==> config.mk <==
export PLATFORM = sky130hd
export DESIGN_NAME = imem_loader
export DESIGN_NICKNAME = d
export VERILOG_FILES = /design/src/rtl/imem_loader.sv
export SDC_FILE = /design/constraint.sdc
export NUM_CORES = 2
export LEC_CHECK = 0
export BUFFER_PORTS_ARGS = -buffer_cell sky130_fd_sc_hd__clkbuf_2
export CORE_MARGIN = 3
export CORE_UTILIZATION = 58
export CTS_CLUSTER_DIAMETER = 40
export CTS_CLUSTER_SIZE = 30
export DETAILED_ROUTE_END_ITERATION = 7
export HOLD_SLACK_MARGIN = 0.15
export PLACE_DENSITY = 0.74
export SETUP_SLACK_MARGIN = 0.05
export SLEW_MARGIN = 10
export SYNTH_ARGS = -nofsm -noshare
export SYNTH_HDL_FRONTEND = slang
export SYNTH_SLANG_ARGS = --single-unit
==> constraint.sdc <==
create_clock -name clk -period 14.3 [get_ports clk]
set_clock_uncertainty 0.15 [all_clocks]
set_input_delay 4.29 -clock clk [delete_from_list [all_inputs] [get_ports clk]]
set_output_delay 4.29 -clock clk [all_outputs]
set_load 0.01 [all_outputs]
==> src/rtl/imem_loader.sv <==
// imem_loader: byte-stream writer for the core's 64-word instruction RAM.
// Packs bytes little-endian into 32-bit words, clears the RAM before every
// load, and holds the core off until a clean program is resident.
module imem_loader #(
   parameter int unsigned N     = 32,
   parameter int unsigned DEPTH = 64,
   parameter int unsigned AW    = 6
) (
   input  logic          clk,
   input  logic          reset_n,
   input  logic          start,
   input  logic          in_valid,
   output logic          in_ready,
   input  logic [7:0]    in_byte,
   input  logic          in_last,
   input  logic [AW-1:0] addr,
   output logic [N-1:0]  q,
   output logic          cpu_hold,
   output logic          done,
   output logic          err,
   output logic [AW:0]   words_loaded
);

   localparam int unsigned WLW = AW + 1;

   typedef enum logic [2:0] {
      S_IDLE  = 3'd0,
      S_CLEAR = 3'd1,
      S_LOAD  = 3'd2,
      S_DONE  = 3'd3,
      S_ERR   = 3'd4
   } state_e;

   state_e         state_q, state_d;
   logic [AW-1:0]  clr_idx_q, clr_idx_d;
   logic [1:0]     lane_q, lane_d;
   logic [N-1:0]   word_q, word_d;
   logic [WLW-1:0] wl_q, wl_d;
   logic           in_ready_q, cpu_hold_q, done_q, err_q;

   logic           accept_c;
   logic [N-1:0]   asm_c;
   logic           we_c;
   logic [AW-1:0]  waddr_c;
   logic [N-1:0]   wdata_c;

   logic [N-1:0]   mem [DEPTH];

   // Next-state, lane assembly and RAM write-port control.
   always_comb begin
      state_d   = state_q;
      clr_idx_d = clr_idx_q;
      lane_d    = lane_q;
      word_d    = word_q;
      wl_d      = wl_q;
      we_c      = 1'b0;
      waddr_c   = '0;
      wdata_c   = '0;
      accept_c  = in_valid & in_ready_q;
      asm_c     = word_q | (N'(in_byte) << {lane_q, 3'b000});

      unique case (state_q)
         S_IDLE, S_DONE, S_ERR: begin
            if (start) begin
               state_d   = S_CLEAR;
               clr_idx_d = '0;
               lane_d    = '0;
               word_d    = '0;
               wl_d      = '0;
            end
         end
         S_CLEAR: begin
            we_c      = 1'b1;
            waddr_c   = clr_idx_q;
            clr_idx_d = clr_idx_q + AW'(1);
            if (clr_idx_q == AW'(DEPTH - 1)) begin
               state_d = S_LOAD;
            end
         end
         S_LOAD: begin
            if (accept_c) begin
               if (wl_q == WLW'(DEPTH)) begin
                  // RAM full: discard the byte rather than wrap to entry 0
                  state_d = S_ERR;
               end else if ((lane_q == 2'd3) || in_last) begin
                  we_c    = 1'b1;
                  waddr_c = wl_q[AW-1:0];
                  wdata_c = asm_c;
                  wl_d    = wl_q + WLW'(1);
                  lane_d  = '0;
                  word_d  = '0;
                  if (in_last) begin
                     state_d = (lane_q == 2'd3) ? S_DONE : S_ERR;
                  end
               end else begin
                  lane_d = lane_q + 2'd1;
                  word_d = asm_c;
               end
            end
         end
         default: state_d = S_IDLE;
      endcase
   end

   // State and registered outputs; outputs are decoded from the next state.
   always_ff @(posedge clk or negedge reset_n) begin
      if (!reset_n) begin
         state_q    <= S_IDLE;
         clr_idx_q  <= '0;
         lane_q     <= '0;
         word_q     <= '0;
         wl_q       <= '0;
         in_ready_q <= 1'b0;
         cpu_hold_q <= 1'b1;
         done_q     <= 1'b0;
         err_q      <= 1'b0;
      end else begin
         state_q    <= state_d;
         clr_idx_q  <= clr_idx_d;
         lane_q     <= lane_d;
         word_q     <= word_d;
         wl_q       <= wl_d;
         in_ready_q <= (state_d == S_LOAD);
         cpu_hold_q <= (state_d != S_DONE);
         done_q     <= (state_d == S_DONE);
         err_q      <= (state_d == S_ERR);
      end
   end

   // Instruction RAM write port; contents survive reset.
   always_ff @(posedge clk) begin
      if (we_c) begin
         mem[waddr_c] <= wdata_c;
      end
   end

   assign q            = mem[addr];
   assign in_ready     = in_ready_q;
   assign cpu_hold     = cpu_hold_q;
   assign done         = done_q;
   assign err          = err_q;
   assign words_loaded = wl_q;

endmodule

==> reports/qor.yml <==
cts:
  tritoncts: "built"
  cts_setup_buffers: 0
  cts-resized-gates: 0
  clk_pin_slew_ps: 60
  ctsLongestPathBuffers: 3
  cts_hold_repair.buffers: 0
  htreeDepth: 4
  clkLatencyLatePin_ps: 800
  cts_made_buffers: 185
  cts.sink_count: 2102
  cts.root.buffer_cell: "clkbuf_16"
synthesis:
  synthDistinctLibCells: 59
  postSynthRegisterBits: 2102
  share_of_synthesized_area_occupied_by_flip_flops_and_latches: 0.781
  yosys_warnings: 0
  post-synth-top-area-cell: "edfxtp_1"
  synth_fp_nets: 3659
  syn-instance-count: 3636
  ys_top_cells_by_area: "edfxtp_1, mux4_2, dfrtp_1, o22ai_1, nor2_1"
  syn-mean-instance-area_sq_um: 22.1
  synth-async-reset-ratio: 0.0257
  yosys_most_used_dff: "edfxtp_1"
  synth.top_cell.area_share: 0.765
  synth-edff-count: 2048
  synth_area_sq_um: 80400
critical_path:
  crit_chain: "buf_8 -> buf_4 -> or3b_2 -> buf_4 -> o22ai_1 -> nor4_1 -> o22a_1 -> clkbuf_2"
  critical_path.startpoint_type: "input pin"
  worst_path_largest_cell_delay_ps: 910
  worstPathArrival_ps: 8200
  setup.worst_path.class: "in2out"
  worstSetupEndpointType: "output port"
  critical_path_required_ps: 9860
  worst_path_most_repeated_cell: "buf_4"
  critical-path-slowest-cell: "buf_4"
  timing.critical_path.fanout_max: 77
floorplan:
  die_h_um: 378
  row_count: 136
  core_region_area_sq_um: 138000
  initial_utilization: 0.584
  dieWidth_um: 378
  die_area_sq_um: 143000
  num_io_pins: 62
global_route:
  vias_in_the_first_global_route: 39980
  grt_util_all_layers: 0.276
  grt_antenna_before_repair: 2
  grt.overflow.total: 0
  grt_start_max_net_pins: 124
  grt_first_pass_wirelength_um: 281000
timing:
  final.min_clock_period_ps: 12640
  final_hold_viol_count: 0
  maxSlewHeadroom: 0.175
  finalCritPeriodShare: 0.884
  rsz0062_at_grt: "false"
  final_max_slew_viol_count: 0
  measured_slew_at_the_worst_slew_check_pin_ps: 1230
  final.setup.tns_ps: 0
  maxClockFrequency_mhz: 79.1
  number_of_setup_violations_in_the_final_report: 0
layout:
  area_growth_from_synthesis_to_layout_pct: 12.5
  fin_nets: 3842
  mostFrequentLayoutCell: "edfxtp_1"
  post_route_cells_drive_above_1_share: 0.299
  final_cell_area_sq_um: 90500
  mostFrequentLayoutCells: "edfxtp_1, mux4_2, clkbuf_16"
  n_fill_cell: 8439
placement:
  placement_stage_cell_area_sq_um: 84000
  port_buffers: 61
  detailedPlacementHpwl_um: 103000
  gpl.final_weighted_congestion: 0.819
routing:
  ant_nets: 0
  total_iterations_of_the_first_detailed_routing_run: 6
  drt-initial-drc-count: 5838
  finalWirelength_um: 192000
  dr_total_vias: 39599
  drt-vias-per-instance: 6.85
  route.detailed.drc: 0
  mean_routed_wirelength_per_cell_um: 33.3
job:
  cap_viol_max_count: 0
pwr:
  p_leak_nw: 25.9
  power_density_nw_per_um2: 155
  ir_worst_vdd_mv: 0.142
status:
  status: "complete, no violations"
min_path:
  type_of_the_most_critical_hold_path: "reg2reg"
==> kinds of logic after synthesis <==
| logic type | synth area share |
|---|---|
| muxes | 0.156 |
| xor gates and xnor gates | 0.000653 |
| and+or+nand+nor | 0.0208 |
| adders and majority gates | 0.000622 |
| buffers and inverters | 0.0116 |
| DFF | 0.781 |
| AOI/OAI and AO/OA | 0.0292 |
==> cells in the mapped netlist, types with 6 or more instances <==
library cell     n
edfxtp_1      2048
mux4_2         516
nor2_1         178
o22ai_1        128
buf_2           91
a21oi_1         84
clkbuf_1        77
mux2i_1         63
dfrtp_1         53
nand2_1         52
o21ai_0         37
buf_1           26
nor4_1          25
mux2_2          24
nand2b_1        20
nand3_1         20
nor3_1          17
o211ai_1        16
o221ai_1        12
o22a_1          12
a2bb2oi_1        9
buf_4            9
nor2b_1          9
a221o_1          8
a211oi_1         6
a31oi_1          6
==> metrics by stage <==
stage               power, W  setup slack, ps  utilization  std cells  hold WS [ps]
floorplan            0.00834             3780            -       3636           313
global placement     0.00896             1840        0.610       5424           326
detailed placement   0.00902             1840        0.610       5424           333
CTS                   0.0141             1770        0.657       5774           349
global route          0.0145             1720        0.657       5776           364
finish                0.0141             1660        0.657       5777           349
==> routing by layer <==
layer | up-vias | share of wire | global-route usage
met5 | - | 0 | 0
met4 | 0 | 0.036 | 0.0959
met3 | 390 | 0.12 | 0.0654
met2 | 2587 | 0.47 | 0.421
met1 | 20792 | 0.37 | 0.399
li1 | 15830 | - | -
==> layout make-up <==
type	instances	area (sq um)	share of cell area
clock inverters	146	1540	0.0170
diodes	1	2.50	0.0000277
multi-input cells	1326	17400	0.192
repair buffers	200	1550	0.0171
flip-flops and latches	2102	62900	0.695
inverters	4	15.0	0.000166
well taps	1794	2240	0.0248
clock buffers	204	4870	0.0538
==> where the power goes <==
group / internal, W / switching [W] / total (W)
Sequential: 0.00732 / 0.000154 / 0.00747
Clock: 0.00272 / 0.00244 / 0.00516
Combinational: 0.000449 / 0.000983 / 0.00143
==> worst max-delay path, delay by kind of cell <==
kind,cells,cell delay [ps]
AO/OA/AOI/OAI,2,580
AND/OR/NAND/NOR,2,1140
buffers and inverters,4,2030
==> worst paths after layout <==
path,from,to,slack [ps],cells after the start
worst max-delay path,addr[2],q[2],1660,8
worst max register to register,state_q[0]$_DFF_PN0_,mem[29][6]$_DFFE_PP_,9460,7
worst min register to register,word_q[21]$_DFFE_PN0P_,word_q[21]$_DFFE_PN0P_,350,2
max in group asynchronous,reset_n,words_loaded[0]$_DFFE_PN0P_,10080,2
worst min-delay path,word_q[21]$_DFFE_PN0P_,word_q[21]$_DFFE_PN0P_,350,2
min in group asynchronous,reset_n,word_q[13]$_DFFE_PN0P_,3470,2
==> state kept, by name, summed over array words and instances, names as in the netlist <==
register and count:
clr_idx_q 6, cpu_hold 1, done 1, err 1
in_ready 1, lane_q 2, mem 2048, state_q 3
word_q 32, words_loaded 7
No activity file was read; power rests on OpenSTA's default activity.
